$ cat src/rtl/k005297_loopgate.sv
// k005297_loopgate
//   Gates serial bubble read data with the loop mask bit. Good loops (mask=1)
//   are packed LSB-first into WORD_W-bit words. Bad loops (mask=0) are skipped.
//   Completed words leave through a 2-entry valid/ready buffer. The block also
//   sequences pages, flags overflow and signals page completion.
// Ports
//   i_MCLK, i_RST_n            master clock, async active-low reset
//   i_CLK2M_PCEN_n, i_BITSLOT  slot qualifier (enable low and slot present)
//   i_MSKREG_SR_LSB, i_BDI     loop mask bit (1=good) and serial data bit
//   i_PAGE_START, i_ABORT      page start (IDLE only) and page abandon/flush
//   o_WORD, o_WORD_VLD         head-of-buffer word and its valid flag
//   i_WORD_RDY                 consumer ready; pop when VLD & RDY
//   o_BUSY, o_PAGE_DONE        not idle, and a one-cycle page completion pulse
//   o_OVF                      sticky: a word was dropped because the buffer was full
module k005297_loopgate #(
   parameter int unsigned WORD_W     = 16,
   parameter int unsigned PAGE_WORDS = 32
) (
   input  logic              i_MCLK,
   input  logic              i_RST_n,
   input  logic              i_CLK2M_PCEN_n,
   input  logic              i_BITSLOT,
   input  logic              i_MSKREG_SR_LSB,
   input  logic              i_BDI,
   input  logic              i_PAGE_START,
   input  logic              i_ABORT,
   output logic [WORD_W-1:0] o_WORD,
   output logic              o_WORD_VLD,
   input  logic              i_WORD_RDY,
   output logic              o_BUSY,
   output logic              o_PAGE_DONE,
   output logic              o_OVF
);

   localparam int unsigned BC_W = $clog2(WORD_W);
   localparam int unsigned WC_W = $clog2(PAGE_WORDS + 1);

   typedef enum logic [1:0] {ST_IDLE, ST_COLLECT, ST_DRAIN} state_e;

   state_e            state_q, state_d;
   logic [BC_W-1:0]   bit_cnt_q, bit_cnt_d;
   logic [WC_W-1:0]   word_cnt_q, word_cnt_d;
   logic [WORD_W-1:0] sr_q, sr_d;
   logic [WORD_W-1:0] mem_q [2];
   logic [WORD_W-1:0] mem_d [2];
   logic              rd_ptr_q, rd_ptr_d;
   logic              wr_ptr_q, wr_ptr_d;
   logic [1:0]        cnt_q, cnt_d;
   logic              vld_q, vld_d;
   logic              page_done_q, page_done_d;
   logic              ovf_q, ovf_d;

   logic capture, word_done, last_word, pop, full, do_push;

   always_comb begin
      capture   = (state_q == ST_COLLECT) && !i_CLK2M_PCEN_n && i_BITSLOT && i_MSKREG_SR_LSB;
      word_done = capture && (bit_cnt_q == BC_W'(WORD_W - 1));
      last_word = word_done && (word_cnt_q == WC_W'(PAGE_WORDS - 1));
      pop       = vld_q && i_WORD_RDY;
      full      = (cnt_q == 2'd2);
      // When full, a simultaneous pop frees the slot being written this edge.
      do_push   = word_done && (!full || pop);
   end

   // ---------------- FSM: state register ----------------
   always_ff @(posedge i_MCLK or negedge i_RST_n) begin
      if (!i_RST_n) state_q <= ST_IDLE;
      else          state_q <= state_d;
   end

   // ---------------- FSM: next state ----------------
   always_comb begin
      state_d = state_q;
      if (i_ABORT) begin
         state_d = ST_IDLE;
      end else begin
         unique case (state_q)
            ST_IDLE:    if (i_PAGE_START) state_d = ST_COLLECT;
            ST_COLLECT: if (last_word)    state_d = ST_DRAIN;
            ST_DRAIN:   if (cnt_q == 2'd0) state_d = ST_IDLE;
            default:    state_d = ST_IDLE;
         endcase
      end
   end

   // ---------------- FSM: outputs ----------------
   always_comb begin
      o_BUSY      = (state_q != ST_IDLE);
      o_WORD      = mem_q[rd_ptr_q];
      o_WORD_VLD  = vld_q;
      o_PAGE_DONE = page_done_q;
      o_OVF       = ovf_q;
   end

   // ---------------- datapath next values ----------------
   always_comb begin
      bit_cnt_d   = bit_cnt_q;
      word_cnt_d  = word_cnt_q;
      sr_d        = sr_q;
      mem_d       = mem_q;
      rd_ptr_d    = rd_ptr_q;
      wr_ptr_d    = wr_ptr_q;
      cnt_d       = cnt_q;
      ovf_d       = ovf_q;
      page_done_d = 1'b0;

      if (i_ABORT) begin
         bit_cnt_d  = '0;
         word_cnt_d = '0;
         sr_d       = '0;
         rd_ptr_d   = 1'b0;
         wr_ptr_d   = 1'b0;
         cnt_d      = 2'd0;
      end else begin
         if (state_q == ST_IDLE && i_PAGE_START) begin
            ovf_d      = 1'b0;
            bit_cnt_d  = '0;
            word_cnt_d = '0;
         end
         if (state_q == ST_DRAIN && cnt_q == 2'd0) page_done_d = 1'b1;

         if (capture) begin
            sr_d = {i_BDI, sr_q[WORD_W-1:1]};
            if (word_done) begin
               bit_cnt_d  = '0;
               word_cnt_d = word_cnt_q + WC_W'(1);
            end else begin
               bit_cnt_d  = bit_cnt_q + BC_W'(1);
            end
         end

         // Dropped words still count toward the page length.
         if (word_done && full && !pop) ovf_d = 1'b1;
         if (do_push) begin
            mem_d[wr_ptr_q] = sr_d;
            wr_ptr_d        = ~wr_ptr_q;
         end
         if (pop) rd_ptr_d = ~rd_ptr_q;
         cnt_d = cnt_q + 2'(do_push) - 2'(pop);
      end
      vld_d = (cnt_d != 2'd0);
   end

   // ---------------- datapath registers ----------------
   always_ff @(posedge i_MCLK or negedge i_RST_n) begin
      if (!i_RST_n) begin
         bit_cnt_q   <= '0;
         word_cnt_q  <= '0;
         sr_q        <= '0;
         mem_q       <= '{default: '0};
         rd_ptr_q    <= 1'b0;
         wr_ptr_q    <= 1'b0;
         cnt_q       <= 2'd0;
         vld_q       <= 1'b0;
         page_done_q <= 1'b0;
         ovf_q       <= 1'b0;
      end else begin
         bit_cnt_q   <= bit_cnt_d;
         word_cnt_q  <= word_cnt_d;
         sr_q        <= sr_d;
         mem_q       <= mem_d;
         rd_ptr_q    <= rd_ptr_d;
         wr_ptr_q    <= wr_ptr_d;
         cnt_q       <= cnt_d;
         vld_q       <= vld_d;
         page_done_q <= page_done_d;
         ovf_q       <= ovf_d;
      end
   end

endmodule
$ cat config.mk
export PLATFORM = sky130hd
export DESIGN_NAME = k005297_loopgate
export DESIGN_NICKNAME = d
export VERILOG_FILES = /design/src/rtl/k005297_loopgate.sv
export SDC_FILE = /design/constraint.sdc
export NUM_CORES = 1
export LEC_CHECK = 0
export ABC_CLOCK_PERIOD_IN_PS = 3100
export CORE_UTILIZATION = 40
export CTS_BUF_LIST = sky130_fd_sc_hd__clkbuf_4 sky130_fd_sc_hd__clkbuf_8
export DETAILED_ROUTE_END_ITERATION = 10
export RECOVER_POWER = 50
export SYNTH_ARGS = -nofsm -noshare
export SYNTH_HDL_FRONTEND = slang
export SYNTH_SLANG_ARGS = --single-unit
export TNS_END_PERCENT = 100
$ cat constraint.sdc
create_clock -name i_MCLK -period 3.1 [get_ports i_MCLK]
set_input_delay 0.62 -clock i_MCLK [delete_from_list [all_inputs] [get_ports i_MCLK]]
set_output_delay 0.62 -clock i_MCLK [all_outputs]
set_load 0.02 [all_outputs]
# Word level (Yosys, flattened, before mapping)
# Cells that the tools add are included.
# word_totals
input_bits,9
output_inout_bits,20
elab_cells,90
register_bits,67
# op_classes
mux,31
bitwise_logic,5
magnitude_cmp,3
n_eq_ne,8
addsub,4
reduce_logical,27
# ops
op,count
16-bit two-way mux,7
32-bit bitwise mux,1
6-bit two-way mux,4
16-bit demux with 1-bit select,1
4-bit two-way mux,4
1-bit logical AND,12
2-bit two-way mux,5
2-bit nonzero test,5
3-bit inequality test (second input constant),3
1-bit two-way mux,8
6-bit by 1-bit adder with 6-bit output (second input constant),1
6-bit by 5-bit == test with 1-bit output (second input constant),1
2-bit one-hot mux with 3 select lines,1
4-bit by 1-bit adder with 4-bit output (second input constant),1
2-bit == test (second input constant),2
4-bit == test (second input constant),1
2-bit greater-or-equal comparator (second input constant),2
2-bit zero test,2
1-bit NOT with 2-bit output,2
2-bit AND reduction,2
1-bit zero test,3
1-bit NOT,3
3-bit AND reduction,1
3-bit nonzero test,1
5 further kinds,5

# Depth between registers and ports, before layout
# Gate-level depths: netlist of the first run.
# depth
ltp_word,10
depth_mapped,11
ltp_nobuf,11

# Least setup slack after synthesis of the first run
# OpenSTA, ideal clock, no wires.
# synth_timing
path_kind,input port to flip-flop
startpoint,in i_CLK2M_PCEN_n
endpoint,reg vld_q (netlist: o_WORD_VLD)
path_stages,11
required_ns,2.973
path_buffers,1
setup_time_ns,0.127
path_slack_ns,0.359
t_arrival_ns,2.613
path_cell_list,or3b_1 > buf_6 > nor3_4 > nand2_1 > ha_1 > inv_1 > ha_1 > xor2_1 > xnor2_1 > nor2_1 > or2_2
# synth_between
elab_chain_len,10
# synth_rtl
item,line_no,text
from (decl),21,"input logic i_CLK2M_PCEN_n,"
1-bit zero test,56,capture = (state_q == ST_COLLECT) && !i_CLK2M_PCEN_n && i_BITSLOT && i_MSKREG_SR_LSB;
1-bit logical AND (3 in series),56,
1-bit logical AND,57,word_done = capture && (bit_cnt_q == BC_W'(WORD_W - 1));
1-bit logical AND,62,do_push = word_done && (!full || pop);
2-bit by 1-bit adder with 2-bit output,139,cnt_d = cnt_q + 2'(do_push) - 2'(pop);
2-bit by 1-bit subtractor with 2-bit output,139,
2-bit two-way mux,107,if (i_ABORT) begin
named net cnt_d[1],48,"logic [1:0] cnt_q, cnt_d;"
2-bit nonzero test,141,vld_d = (cnt_d != 2'd0);
named net vld_d,49,"logic vld_q, vld_d;"
to (signal assigned),165,vld_q <= vld_d;
to (decl),49,
# The timed path passes the listed nets, and every way through them passes these cells.
# A chain may end at the register's enable or synchronous reset.

# Worst setup path in the final report of the first run
# Same ends and word-level chain as after synthesis.

==> flow_summary.toml, run 1 <==
[synthesis]
synth.top_cell.area_share_pct = 54.0
yosys_register_bits = 66
synth.net_count = 269
post_synth.cell_area_avg_um2 = 12.0
postSynthCellCount = 256
yosysWarnings = 0
synth.yosys.seq_area_share_pct = 54.0
synthesis.area_um2 = 3060
netlist_top_cells_area = "dfrtp_1 54%, mux2_2 14%, mux2_4 4.9%"
synth_area_leader_cell = "dfrtp_1"
ys_types = 36

[global_route]
grt_pass1_vias = 1886
grt_pass1_wl_um = 9120
grt_max_degree = 33
initial_antenna_violation_count = 0
grt_util_all_layers_pct = 15.4
overflow = 0

[critical_path]
worst_r2r_end = "o_WORD_VLD$_DFF_PN0_"
worst_path_largest_cell_delay_ps = 400
timing.critical_path.mode_cell = "ha_1"
timing_worst_setup_path_type = "primary input to flop"
critPathArrivalTime_ps = 2970
slowest_stage = "clkdlybuf4s50_1"
crit_path_end_kind = "flop"
worst-r2r-setup-slack_ps = 510
cp_data_required_time_ps = 3310
worst_r2r_path_depth = 11
start_kind = "primary input"
r2r_start = "bit_cnt_q[0]$_DFFE_PN0P_"
worstPathMaxFanout = 2
crit_path_cell_trace = "clkdlybuf4s50_1 -> or3b_1 -> nor3_1 -> nand2_1 -> ha_1 -> inv_1 -> ha_1 -> xor2_1 -> xnor2_1 -> nor2_1 -> or2_2"

[detailed_routing]
avgViaCountPerCell = 5.00
detail_route.iter0.violations = 91
post-route-drc-count = 0
wire_length_after_detailed_routing_um = 5530
drt_pass1_iterations = 4
route.detailed.wl_per_inst_um = 14.0
ant_nets = 0
dr_total_vias = 1969

[floorplanning]
row_count = 31
core_um2 = 7330
ios = 29
chipHeight_um = 89.5
die_area_um2 = 8000
initial_core_util_pct = 41.7
die_width_um = 89.5

[final_layout]
antenna_diode_count = 0
flow.area_growth_from_synthesis_pct = 18.4
utilization_pct = 49.4
layout-drive-gt1-share_pct = 25.8
finalNetCount = 304

[clock_network]
cts_post_setup_buffers_inserted = 0
cts_tree = "built"
cts-buffers-inserted = 9
clkSlewWorstSetupHoldPaths_ps = 70
cts-htree-levels = 3
number_of_hold_buffers_added_after_cts = 0
clock_tree_root_buffer_cell = "clkbuf_8"
cts.sinks = 66
cts_repair_resize_count = 0
cts.path.max_buffers = 2
insertion_delay_ps = 330

[pwr]
power.density_cell_area_nw_per_um2 = 449
leakage_nw = 1.69
worst_ir_drop_vdd_mv = 0.275

[sta]
min_period_over_period_pct = 88.8
worstMarginPinSlew_ps = 1390
timing.final.setup_violations = 0
setup_total_neg_slack_ps = 0
maxSlewHeadroom_pct = 7.49
timing.final.hold_violations = 0
grt_setup_unrepaired = "no"
timing.clock.skew_ps = 8.65
maximum_clock_frequency_ghz = 0.363
finalWorstPathRequiredPeriod_ps = 2750
slew_viol_final = 0

[flow_run]
maxCapViolations = 0

[min_path]
timing.hold.worst.class = "primary input to asynchronous set/reset pin"

[run_status]
run_status = "complete, no violations"

[place]
portBuffers = 28
hpwl_um = 3660
globalplace.congestion = 0.820
==> registers in the layout, indices dropped and copies added (netlist names) <==
signal / flops
sr_q: 15
wr_ptr_q: 1
bit_cnt_q: 4
cnt_q: 2
word_cnt_q: 6
state_q: 2
o_OVF: 1
o_PAGE_DONE: 1
o_WORD_VLD: 1
mem_q: 32
rd_ptr_q: 1
==> critical path, delay by kind of cell <==
kind          cells  cell delay, ps
fa+ha+maj         2             460
buf+inv           2             440
xor+xnor          2             290
simple gates      5            1160
==> cells in the final DEF, fill, tap and decap left out, types with 2 or more instances in the layout <==
cell and instances:
or2_2 4, mux2_4 10, nor2b_1 3, clkinv_2 3
nand2b_1 2, clkbuf_1 4, nand3_1 7, nand2_1 39
nand3b_1 2, o21ai_0 3, clkbuf_8 10, clkdlybuf4s50_1 23
mux2_2 38, ha_1 4, nor3_1 4, o41ai_1 2
dlygate4sd3_1 4, xnor2_1 6, a21oi_1 17, inv_1 3
dfrtp_1 66, xor2_1 2, buf_4 6, nor4_1 4
nor2_1 12, a21o_1 2
==> logic make-up (layout without fill, tap and decap cells) <==
group           count (synthesis)  count (layout)  share of synthesized area [%]
simple gates                   84              84                           14.1
buf+inv                        17              56                           3.35
flops                          66              66                           54.0
fa+ha+maj                       4               4                           1.64
compound gates                 27              27                           5.11
mux                            50              50                           19.6
xor+xnor                        8               8                           2.29
==> metrics by stage <==
| stage | std cells | cell area [um2] | total power, mW | hold slack, ps | worst slack [ps] |
|---|---|---|---|---|---|
| finish | 394 | 3620 | 1.63 | 490 | 346 |
| global route | 394 | 3620 | 1.69 | 515 | 232 |
| CTS | 394 | 3650 | 1.66 | 250 | 457 |
| detailed placement | 379 | 3460 | 0.941 | 479 | 95.8 |
| global placement | 379 | 3460 | 0.940 | 474 | 117 |
| floorplan | 256 | 3060 | 0.903 | 324 | 359 |
==> routing by layer <==
metal  vias up  share of wire (%)  track usage [%]
li1        957                  -                -
met5         -                  0                0
met1       972                 49             20.1
met3         7                3.3             4.80
met4         0               0.87             5.19
met2        33                 47             24.4
==> synthesized netlist by cell type (all sizes together) <==
master / n
a21o: 2
a21oi: 17
a311o: 1
a31oi: 1
and2b: 1
and3: 1
and4bb: 1
buf: 4
clkbuf: 10
dfrtp: 66
ha: 4
inv: 3
mux2: 49
mux2i: 1
nand2: 39
nand2b: 2
nand3: 7
nand3b: 2
nand4b: 2
nor2: 12
nor2b: 3
nor3: 4
nor4: 4
o21ai: 3
o31ai: 1
o41ai: 2
or2: 4
or3b: 2
xnor2: 6
xor2: 2
==> worst max path at each step <==
stage | startpoint | to | cells past startpoint
after floorplan | i_CLK2M_PCEN_n | o_WORD_VLD$_DFF_PN0_ | 11
after global placement | i_CLK2M_PCEN_n | o_WORD_VLD$_DFF_PN0_ | 11
after detailed placement | i_CLK2M_PCEN_n | o_WORD_VLD$_DFF_PN0_ | 11
after CTS | i_CLK2M_PCEN_n | o_WORD_VLD$_DFF_PN0_ | 11
after global routing | i_CLK2M_PCEN_n | o_WORD_VLD$_DFF_PN0_ | 11
final | i_CLK2M_PCEN_n | o_WORD_VLD$_DFF_PN0_ | 11
==> power by group <==
group / leakage [nW] / internal [mW] / total [mW] / switching (mW)
registers: 0.921 / 0.862 / 0.864 / 0.00163
logic: 0.662 / 0.0180 / 0.0556 / 0.0377
clock network: 0.102 / 0.387 / 0.706 / 0.319
==> layout make-up <==
type / count / area (um2)
fill: 681 / 3710
sequential: 66 / 1650
multi-input combinational: 173 / 1290
timing repair buffer: 38 / 350
clock buffer: 10 / 138
tap: 99 / 124
clock inverter: 5 / 53.8
inverter: 3 / 11.3
(Power assumes the default switching activity.)
==> run 2, diff against run 1 <==
--- a/config.mk
+++ b/config.mk
@@ -6,9 +6,10 @@
 export NUM_CORES = 1
 export LEC_CHECK = 0
 export ABC_CLOCK_PERIOD_IN_PS = 3100
-export CORE_UTILIZATION = 40
+export CORE_UTILIZATION = 45
 export CTS_BUF_LIST = sky130_fd_sc_hd__clkbuf_4 sky130_fd_sc_hd__clkbuf_8
 export DETAILED_ROUTE_END_ITERATION = 10
+export PLACE_DENSITY = 0.65
 export RECOVER_POWER = 50
 export SYNTH_ARGS = -nofsm -noshare
 export SYNTH_HDL_FRONTEND = slang
==> run 2 against run 1 <==
Against the previous run:
- the run now ends with design-rule violations, max-capacitance violations, max-slew violations left
- flip-flop and latch count stayed put
- sequential share of layout area is 0.14 points lower
- hold slack better by 7.1 ps
- critical endpoint unchanged
- largest cell class unchanged
==> flow_summary.toml, run 2 (synthesized netlist as in run 1, its figures left out) <==
[run_status]
failed_checks = "design-rule violations, max-capacitance violations, max-slew violations"
run_status = "finished with violations"

[sta]
setup_slack_ps = 385
timing.final.hold_violations = 0
slew_viol_final = 34
timing.clock.skew_ps = 8.37
worstMarginPinSlew_ps = 1740
maximum_clock_frequency_ghz = 0.368
setup_total_neg_slack_ps = 0
timing.final.setup_violations = 0
finalWorstPathRequiredPeriod_ps = 2720
grt_setup_unrepaired = "no"
maxSlewHeadroom_pct = -16.2
min_period_over_period_pct = 87.6

[clock_network]
cts_repair_resize_count = 0
cts_post_setup_buffers_inserted = 0
cts-htree-levels = 3
clkSlewWorstSetupHoldPaths_ps = 70
insertion_delay_ps = 340
number_of_hold_buffers_added_after_cts = 0
cts.path.max_buffers = 2
cts.sinks = 66
cts-buffers-inserted = 9
cts_tree = "built"
clock_tree_root_buffer_cell = "clkbuf_8"

[detailed_routing]
avgViaCountPerCell = 5.30
wire_length_after_detailed_routing_um = 5540
ant_nets = 0
drt_pass1_iterations = 7
dr_total_vias = 1970
post-route-drc-count = 7
detail_route.iter0.violations = 87
route.detailed.wl_per_inst_um = 14.9

[final_layout]
finalNetCount = 303
reg_top3 = "mem_q (32), sr_q (15), word_cnt_q (6)"
most-common-layout-cells = "66 x dfrtp_1, 39 x nand2_1, 38 x mux2_2, 25 x clkdlybuf4s50_1, 17 x a21oi_1"
flow.area_growth_from_synthesis_pct = 18.8
antenna_diode_count = 0
layout-drive-gt1-share_pct = 26.4
utilization_pct = 56.3
largest_register_ff_count = 32
max_flop_register = "mem_q"
filler_cells = 574
layout_commonest_cell = "dfrtp_1"

[critical_path]
worst_r2r_end = "o_WORD_VLD$_DFF_PN0_"
r2r_start = "bit_cnt_q[0]$_DFFE_PN0P_"
worst-r2r-setup-slack_ps = 540
timing.critical_path.mode_cell = "ha_1"
cp_data_required_time_ps = 3320
worst_r2r_path_depth = 11
crit_path_cell_trace = "clkdlybuf4s50_1 -> or3b_1 -> nor3_1 -> nand2_1 -> ha_1 -> inv_1 -> ha_1 -> xor2_1 -> xnor2_1 -> nor2_1 -> or2_2"
crit_path_end_kind = "flop"
start_kind = "primary input"
timing_worst_setup_path_type = "primary input to flop"
worst_path_largest_cell_delay_ps = 390
critPathArrivalTime_ps = 2940
worstPathMaxFanout = 2
slowest_stage = "clkdlybuf4s50_1"

[global_route]
grt_util_all_layers_pct = 17.9
initial_antenna_violation_count = 0
grt_max_degree = 35
grt_pass1_vias = 2012
grt_pass1_wl_um = 9830
overflow = 0

[floorplanning]
chipHeight_um = 84.5
ios = 29
core_um2 = 6460
die_area_um2 = 7130
initial_core_util_pct = 47.4
die_width_um = 84.5
row_count = 29

[min_path]
holdPathStages = 1
min_from = "cnt_q[0]$_DFF_PN0_"
timing.hold.worst.class = "flop to flop"
min_to = "o_PAGE_DONE$_DFF_PN0_"

[pwr]
power.density_cell_area_nw_per_um2 = 482
leakage_nw = 1.70
worst_ir_drop_vdd_mv = 0.256

[place]
post-place-ws_ps = 81.8
globalplace.congestion = 0.766
hpwl_um = 3640
portBuffers = 28

[flow_run]
maxCapViolations = 1
[run 2: cell types whose count changed in the layout (fill, tap and decap cells not counted), sizes merged]
cell | previous run | this run
clkdlybuf4s50 | 23 | 25
clkbuf | 14 | 15
clkinv | 3 | 2
dlygate4sd3 | 4 | 2
bufinv | 1 | 2
inv | 4 | 3
[run 2: through the flow]
stage                     hold slack, ps  instance area, um2  std cells  power, mW
after floorplan                      324                3060        256      0.903
after global placement               475                3430        356      0.941
after detailed placement             483                3430        356      0.942
after CTS                            357                3670        372       1.78
after global routing                 513                3630        372       1.82
final                                497                3630        372       1.75
[run 2: final cells by class]
class | instances | area (um2) | share of cell area, %
multi-input combinational | 173 | 1290 | 35.6
clock buffer | 12 | 159 | 4.37
sequential | 66 | 1650 | 45.4
clock inverter | 4 | 73.8 | 2.03
tap | 77 | 96.3 | 2.65
inverter | 3 | 11.3 | 0.310
timing repair buffer | 37 | 348 | 9.57
[run 2: per-layer routing]
| layer | track usage [%] | wire (um) | part of all wire (%) |
|---|---|---|---|
| met5 | 0 | 0 | 0 |
| met4 | 7.55 | 103 | 1.9 |
| met3 | 5.60 | 185 | 3.3 |
| met2 | 26.8 | 2540 | 46 |
| met1 | 24.1 | 2700 | 49 |
[run 2: worst max-delay path by stage]
| stage | slack, ps | depth (start not counted) | end | from |
|---|---|---|---|---|
| 2_1_floorplan | 360 | 11 | o_WORD_VLD$_DFF_PN0_ | i_CLK2M_PCEN_n |
| 3_3_place_gp | 130 | 11 | o_WORD_VLD$_DFF_PN0_ | i_CLK2M_PCEN_n |
| 3_5_place_dp | 80 | 11 | o_WORD_VLD$_DFF_PN0_ | i_CLK2M_PCEN_n |
| 4_1_cts | 400 | 3 | o_WORD[6] | rd_ptr_q$_DFFE_PN0P_ |
| 5_1_grt | 260 | 11 | o_WORD_VLD$_DFF_PN0_ | i_CLK2M_PCEN_n |
| 6_report | 380 | 11 | o_WORD_VLD$_DFF_PN0_ | i_CLK2M_PCEN_n |
[run 2: power by group]
part	switching (mW)	internal, mW
combinational	0.0375	0.0178
sequential	0.00184	0.862
clock	0.327	0.506
[run 2: critical path: cells and delay by family]
kind,cells,cell delay (ps)
and+or+nand+nor,5,1130
adders and majority gates,2,460
buffers and inverters,2,430
xor gates and xnor gates,2,290
